==> src/rtl/musa_run_ctrl.sv <==
// musa_run_ctrl: bring-up sequencer for the MUSA pipelined datapath.
// Loads a program into imem, runs the core until a halt PC or a cycle
// budget, then streams a window of dmem out through a valid/ready port.
// Optional build macro: MUSA_RUN_CTRL_CSUM_EN enables the load checksum.
module musa_run_ctrl #(
    parameter int DATA_W = 32,
    parameter int ADDR_W = 32,
    parameter int LEN_W  = 9,
    parameter int CYC_W  = 16
) (
    input  logic              clk,
    input  logic              rst,
    input  logic              start,
    input  logic [LEN_W-1:0]  prog_len,
    input  logic              ld_valid,
    input  logic [DATA_W-1:0] ld_data,
    output logic              ld_ready,
    output logic              imem_we,
    output logic [ADDR_W-1:0] imem_addr,
    output logic [DATA_W-1:0] imem_wdata,
    output logic              core_rst_n,
    output logic              core_en,
    input  logic [ADDR_W-1:0] core_pc,
    input  logic [ADDR_W-1:0] halt_pc,
    input  logic [CYC_W-1:0]  run_budget,
    input  logic [ADDR_W-1:0] dump_base,
    input  logic [LEN_W-1:0]  dump_len,
    output logic [ADDR_W-1:0] dmem_raddr,
    input  logic [DATA_W-1:0] dmem_rdata,
    output logic              dump_valid,
    output logic [ADDR_W-1:0] dump_addr,
    output logic [DATA_W-1:0] dump_data,
    input  logic              dump_ready,
    output logic              busy,
    output logic              done,
    output logic              timeout,
    output logic [CYC_W-1:0]  cycles,
    output logic [DATA_W-1:0] load_csum
);

    typedef enum logic [2:0] {
        S_IDLE, S_LOAD, S_RUN, S_DUMP_RD, S_DUMP_WAIT, S_DUMP_OUT, S_DONE
    } state_t;

    state_t              r_state;
    state_t              w_next;
    logic [LEN_W-1:0]    r_prog_len;
    logic [ADDR_W-1:0]   r_halt_pc;
    logic [CYC_W-1:0]    r_budget;
    logic [ADDR_W-1:0]   r_dump_base;
    logic [LEN_W-1:0]    r_dump_len;
    logic [LEN_W-1:0]    r_idx;
    logic [LEN_W-1:0]    r_k;
    logic [CYC_W-1:0]    r_cycles;
    logic                r_timeout;
    logic [DATA_W-1:0]   r_hold;

    logic                w_start_ok;
    logic                w_ld_fire;
    logic                w_ld_last;
    logic [CYC_W:0]      w_cyc_inc;
    logic                w_halt;
    logic                w_budget_hit;
    logic                w_run_exit;
    logic                w_dump_fire;
    logic                w_dump_last;
    logic [ADDR_W-1:0]   w_koff;

    // Cycle counter stops at all-ones instead of wrapping.
    function automatic logic [CYC_W-1:0] sat_inc(input logic [CYC_W-1:0] v);
        return (&v) ? v : v + CYC_W'(1);
    endfunction

    assign w_start_ok   = start && ((r_state == S_IDLE) || (r_state == S_DONE));
    assign w_ld_fire    = (r_state == S_LOAD) && ld_valid;
    assign w_ld_last    = w_ld_fire && (r_idx == r_prog_len - LEN_W'(1));
    assign w_cyc_inc    = {1'b0, r_cycles} + (CYC_W+1)'(1);
    assign w_halt       = (r_state == S_RUN) && (core_pc == r_halt_pc);
    // Halt takes priority when both conditions hit in the same cycle.
    assign w_budget_hit = (r_state == S_RUN) && !w_halt && (r_budget != '0) &&
                          (w_cyc_inc == {1'b0, r_budget});
    assign w_run_exit   = w_halt || w_budget_hit;
    assign w_dump_fire  = (r_state == S_DUMP_OUT) && dump_ready;
    assign w_dump_last  = w_dump_fire && (r_k == r_dump_len - LEN_W'(1));

    // Word index to byte offset; sums wrap modulo 2^ADDR_W.
    assign w_koff     = {{(ADDR_W-LEN_W-2){1'b0}}, r_k, 2'b00};
    assign imem_addr  = {{(ADDR_W-LEN_W-2){1'b0}}, r_idx, 2'b00};
    assign imem_wdata = ld_data;
    assign dmem_raddr = r_dump_base + w_koff;
    assign dump_addr  = r_dump_base + w_koff;
    assign dump_data  = r_hold;
    assign timeout    = r_timeout;
    assign cycles     = r_cycles;

    // State register.
    always_ff @(posedge clk or negedge rst) begin
        if (!rst) r_state <= S_IDLE;
        else      r_state <= w_next;
    end

    // Next-state logic and per-state control outputs.
    always_comb begin
        w_next     = r_state;
        ld_ready   = 1'b0;
        imem_we    = 1'b0;
        core_rst_n = 1'b1;
        core_en    = 1'b0;
        dump_valid = 1'b0;
        busy       = 1'b1;
        done       = 1'b0;
        case (r_state)
            S_IDLE: begin
                core_rst_n = 1'b0;
                busy       = 1'b0;
                if (w_start_ok) w_next = (prog_len != '0) ? S_LOAD : S_RUN;
            end
            S_LOAD: begin
                core_rst_n = 1'b0;
                ld_ready   = 1'b1;
                imem_we    = ld_valid;
                if (w_ld_last) w_next = S_RUN;
            end
            S_RUN: begin
                core_en = 1'b1;
                if (w_run_exit) w_next = (r_dump_len != '0) ? S_DUMP_RD : S_DONE;
            end
            S_DUMP_RD:   w_next = S_DUMP_WAIT;
            S_DUMP_WAIT: w_next = S_DUMP_OUT;
            S_DUMP_OUT: begin
                dump_valid = 1'b1;
                if (w_dump_fire) w_next = w_dump_last ? S_DONE : S_DUMP_RD;
            end
            S_DONE: begin
                busy = 1'b0;
                done = 1'b1;
                if (w_start_ok) w_next = (prog_len != '0) ? S_LOAD : S_RUN;
            end
            default: w_next = S_IDLE;
        endcase
    end

    // Session parameters, load/dump indices, cycle count and dump hold word.
    always_ff @(posedge clk or negedge rst) begin
        if (!rst) begin
            r_prog_len  <= '0;
            r_halt_pc   <= '0;
            r_budget    <= '0;
            r_dump_base <= '0;
            r_dump_len  <= '0;
            r_idx       <= '0;
            r_k         <= '0;
            r_cycles    <= '0;
            r_timeout   <= 1'b0;
            r_hold      <= '0;
        end else begin
            if (w_start_ok) begin
                r_prog_len  <= prog_len;
                r_halt_pc   <= halt_pc;
                r_budget    <= run_budget;
                r_dump_base <= dump_base;
                r_dump_len  <= dump_len;
                r_idx       <= '0;
                r_k         <= '0;
                r_cycles    <= '0;
                r_timeout   <= 1'b0;
            end
            if (w_ld_fire) r_idx <= r_idx + LEN_W'(1);
            if (r_state == S_RUN) r_cycles <= sat_inc(r_cycles);
            if (w_run_exit) r_timeout <= w_budget_hit;
            if (r_state == S_DUMP_WAIT) r_hold <= dmem_rdata;
            if (w_dump_fire) r_k <= r_k + LEN_W'(1);
        end
    end

`ifdef MUSA_RUN_CTRL_CSUM_EN
    logic [DATA_W-1:0] r_csum;

    // Wrapping sum of every program word accepted in LOAD.
    always_ff @(posedge clk or negedge rst) begin
        if (!rst)           r_csum <= '0;
        else if (w_start_ok) r_csum <= '0;
        else if (w_ld_fire)  r_csum <= r_csum + ld_data;
    end

    assign load_csum = r_csum;
`else
    assign load_csum = '0;
`endif

endmodule

==> config.mk <==
export PLATFORM = sky130hd
export DESIGN_NAME = musa_run_ctrl
export DESIGN_NICKNAME = d
export VERILOG_FILES = /design/src/rtl/musa_run_ctrl.sv
export SDC_FILE = /design/constraint.sdc
export NUM_CORES = 1
export LEC_CHECK = 0
export CORE_MARGIN = 8
export CORE_UTILIZATION = 44
export DETAILED_ROUTE_END_ITERATION = 8
export PLACE_DENSITY_LB_ADDON = 0.1
export SLEW_MARGIN = 20
export SYNTH_ARGS = -nofsm -noshare
export SYNTH_HDL_FRONTEND = slang
export SYNTH_SLANG_ARGS = --single-unit
==> constraint.sdc <==
create_clock -name clk -period 3.3 [get_ports clk]
set_input_delay 0.33 -clock clk [delete_from_list [all_inputs] [get_ports clk]]
set_output_delay 0.33 -clock clk [all_outputs]
set_load 0.03 [all_outputs]
==> results by group <==
Outcome
  – Status: complete, no violations

Logic synthesis
  – Synthesized area per cell: 8.67 um2
  – Largest cells by area after synthesis: dfrtp_1, nand2_1, buf_4
  – Top FF cell, synth: dfrtp_1
  – Post-synth ARST share: 100%
  – Cell variety after synth: 65
  – Synth area leader: dfrtp_1
  – Synth Cell Area: approximately 0.01 mm2
  – Seq/Total Area, Yosys: 42.1%
  – Post-synth EDFFs: 0
  – Top cell type's share of synthesized area: between 40 and 50%
  – Post-synthesis cell count: around 1200
  – Count of state elements after synthesis: between 150 and 200
  – Yosys warnings: 0

Routing
  – Routed met3 length: between 2000 and 2500 um
  – Initial drt markers: 408
  – Routed wire length: approximately 28000 um
  – Average wire per standard cell: 16.7 um
  – Top Metal Used: met4
  – First drt pass iteration count: 7
  – DRC Markers: 0
  – Vias per cell: 4.99
  – Met1 wire length: between 10000 and 15000 um
  – Via count: between 8000 and 9000
  – Met2 wire len: approximately 14000 um
  – Final ANT Viol Nets: 0

STA
  – Setup violations, final: 0
  – Worst Skew: between 0.01 and 0.015 ns
  – Final hold vios: 0
  – Max-slew violations: 0
  – Min Tclk post-route: 3.16 ns
  – FMAX: 316 MHz
  – Max-slew headroom: a little under three fifths
  – Actual slew at the worst max-slew pin: between 0.6 and 0.7 ns
  – Crit share post-route: between 90% and 100%

Finish
  – Post-route cell area: about 0.013 mm2
  – P&R area growth vs syn: 34.1%
  – Share of layout cells above drive strength 1: 12.9%
  – N_diodes: 0
  – Final net count: approximately 1600
  – Fill count: around 2000

Die
  – Row count: 55
  – Die W: 167 um
  – Die area: between 0.02 and 0.03 mm2
  – Starting Density: ~44%
  – Die Span Y: 167 um
  – Core Footprint: roughly 0.023 mm2
  – IO Count: 415

Placement
  – RePlAce Congestion: around 0.81
  – Post-DP Area: between 0.01 and 0.015 mm2
  – Hpwl dp: between 20000 and 25000 um
  – PortBufs: 295

Min path
  – Hold Path Stages: 3
  – Hold Crit Class: input pin to register

Pwr
  – PwrDens: 873 mW/mm2
  – Leak: around 6.0 nW
  – VDD IR max: approximately 0.46 mV
  – Overall Power: about 0.012 W

Clock network
  – CTS tree: yes
  – Clk slew on worst S/H paths: around 0.070 ns
  – Cts bufs inserted: 17
  – Clk_lat worst skew: about 0.42 ns
  – Htree depth: 4
  – Clock Path Buffers: 2
  – Root buf cell: clkbuf_16
  – TritonCTS Sinks: ~170

Setup path
  – Worst EP arrival: approximately 2.8 ns
  – Critical path class: register to primary output
  – Reg2reg path depth: 7
  – R2R Setup Slk: 0.69 ns
  – Setup crit end: dump_addr[8]
  – Worst-path maximum fanout: 3
  – Reg2reg end: r_state[0]$_DFFE_PN0P_
  – CP Capture Type: primary output
  – CP required: 2.97 ns
  – Crit path from: r_dump_base[2]$_DFFE_PN0P_
  – Worst flop-to-flop path startpoint: cycles[2]$_DFFE_PN0P_
  – Startpoint types: register

GRT
  – Initial antenna violation count: 0
  – Largest net degree at the start of global routing: around 120
  – Gr ovfl total: 0
  – Tot GR Track Use: approximately 20%
  – Vias in the first global route: 8487
  – First-pass GRT wire length: around 45000 um

Run
  – Max-cap violations: 0
## sequential cells by signal, indices dropped and copies added, names as in the netlist
| signal | count |
|---|---|
| r_prog_len | 9 |
| r_idx | 9 |
| r_k | 9 |
| cycles | 16 |
| r_state | 3 |
| r_halt_pc | 32 |
| r_dump_base | 32 |
| r_budget | 16 |
| dump_data | 32 |
| timeout | 1 |
| r_dump_len | 9 |
## cell usage in the layout (no fill, tap or decap), drive strengths merged, types with 22 or more instances in the layout
master         instances
conb                  55
dfrtp                168
nand4                 25
nand2                318
nand3                 22
inv                   31
buf                   69
nor2                  44
xnor2                 70
xor2                  36
o21ai                 61
mux2                  34
clkdlybuf4s50        248
## per-layer routing
layer / vias to the layer above / GRT usage (%)
met5: - / 0
met3: 34 / 8.46
met4: 0 / 6.03
li1: 4120 / -
met1: 3935 / 23.2
met2: 275 / 33.0
## how the worst min path moves through the flow
stage / startpoint / to / slack [ns]
final: halt_pc[22] / r_halt_pc[22]$_DFFE_PN0P_ / 0.43
after global routing: run_budget[7] / r_budget[7]$_DFFE_PN0P_ / 0.42
after CTS: halt_pc[22] / r_halt_pc[22]$_DFFE_PN0P_ / 0.41
after detailed placement: rst / dump_data[28]$_DFFE_PN0P_ / 0.35
after global placement: rst / dump_data[30]$_DFFE_PN0P_ / 0.36
after floorplan: rst / cycles[0]$_DFFE_PN0P_ / 0.03
## critical path, stage by stage (launching register included)
cell,delay [ns]
dfrtp_1,0.35
ha_2,0.18
inv_1,0.05
fa_2,0.34
nor2b_1,0.12
o21a_1,0.18
o21ai_4,0.09
buf_4,0.14
buf_4,0.12
nand2b_1,0.06
a21oi_1,0.08
xnor2_1,0.26
dlygate4sd2_1,0.45
## where the power goes
group	switching (W)	internal [W]
registers	0.000793	0.00289
clock network	0.000925	0.000999
logic	0.00349	0.00261
## synth_stat cells, types with 2 or more instances
master and count:
xor2_1 36, xnor2_1 70, nand3b_1 2, clkbuf_1 38
o2111a_1 2, o211ai_1 6, o21ai_0 59, and2_1 4
o21bai_1 2, nor4_1 19, mux2i_1 4, and3_1 8
a31oi_1 5, nor4b_1 3, nand2b_1 8, ha_1 14
o21a_1 6, a311o_1 2, buf_4 122, or2_2 2
nor3_1 21, mux2_2 33, inv_1 23, nor2_1 44
dfrtp_1 168, nand3_1 22, nand4_2 2, a21oi_1 19
buf_2 9, nand2_1 318, nand4_1 23, nor3b_1 6
nor2b_1 3, o31ai_1 12, a211oi_1 2, a311oi_1 2
or3_1 5
## through the flow
step           hold slack (ns)  util, %  std cells  setup WS, ns  TNS [ns]
2_1_floorplan           0.0344        -       1206        0.0528         0
3_3_place_gp             0.359     55.9       1633      -0.00476  -0.00476
3_5_place_dp             0.352     55.9       1633       -0.0344   -0.0344
4_1_cts                  0.406     58.8       1667      -0.00721   -0.0144
5_1_grt                  0.418     59.6       1675       -0.0600   -0.0964
6_report                 0.426     59.6       1675         0.136         0
## cell type report
cell class	instances	area [um2]	share of cell area (%)
clock inverters	14	133	0.989
multi-input cells	844	5040	37.6
flip-flops and latches	168	4210	31.4
repair buffers	322	3150	23.5
clock buffers	18	429	3.20
well taps	285	357	2.66
inverters	24	90.1	0.672
## cells by family after synthesis
kind of cell	share of synthesized area, %
and+or+nand+nor	22.3
buffers and inverters	12.1
DFF	42.1
AOI/OAI and AO/OA	8.10
xor gates and xnor gates	9.29
muxes	4.23
adders and majority gates	1.95
other	0.0375
## repair_timing
item | in CTS | in global routing
buffers inserted | 1 | 7
hold buffers | 1 | 0
resized for setup | 24 | 21
gates cloned | 0 | 1
endpoints found under the hold margin | 58 | 0
setup endpoints to repair | 26 | 40
pin swaps | 2 | 8
Power figures use the tool's default switching activity.
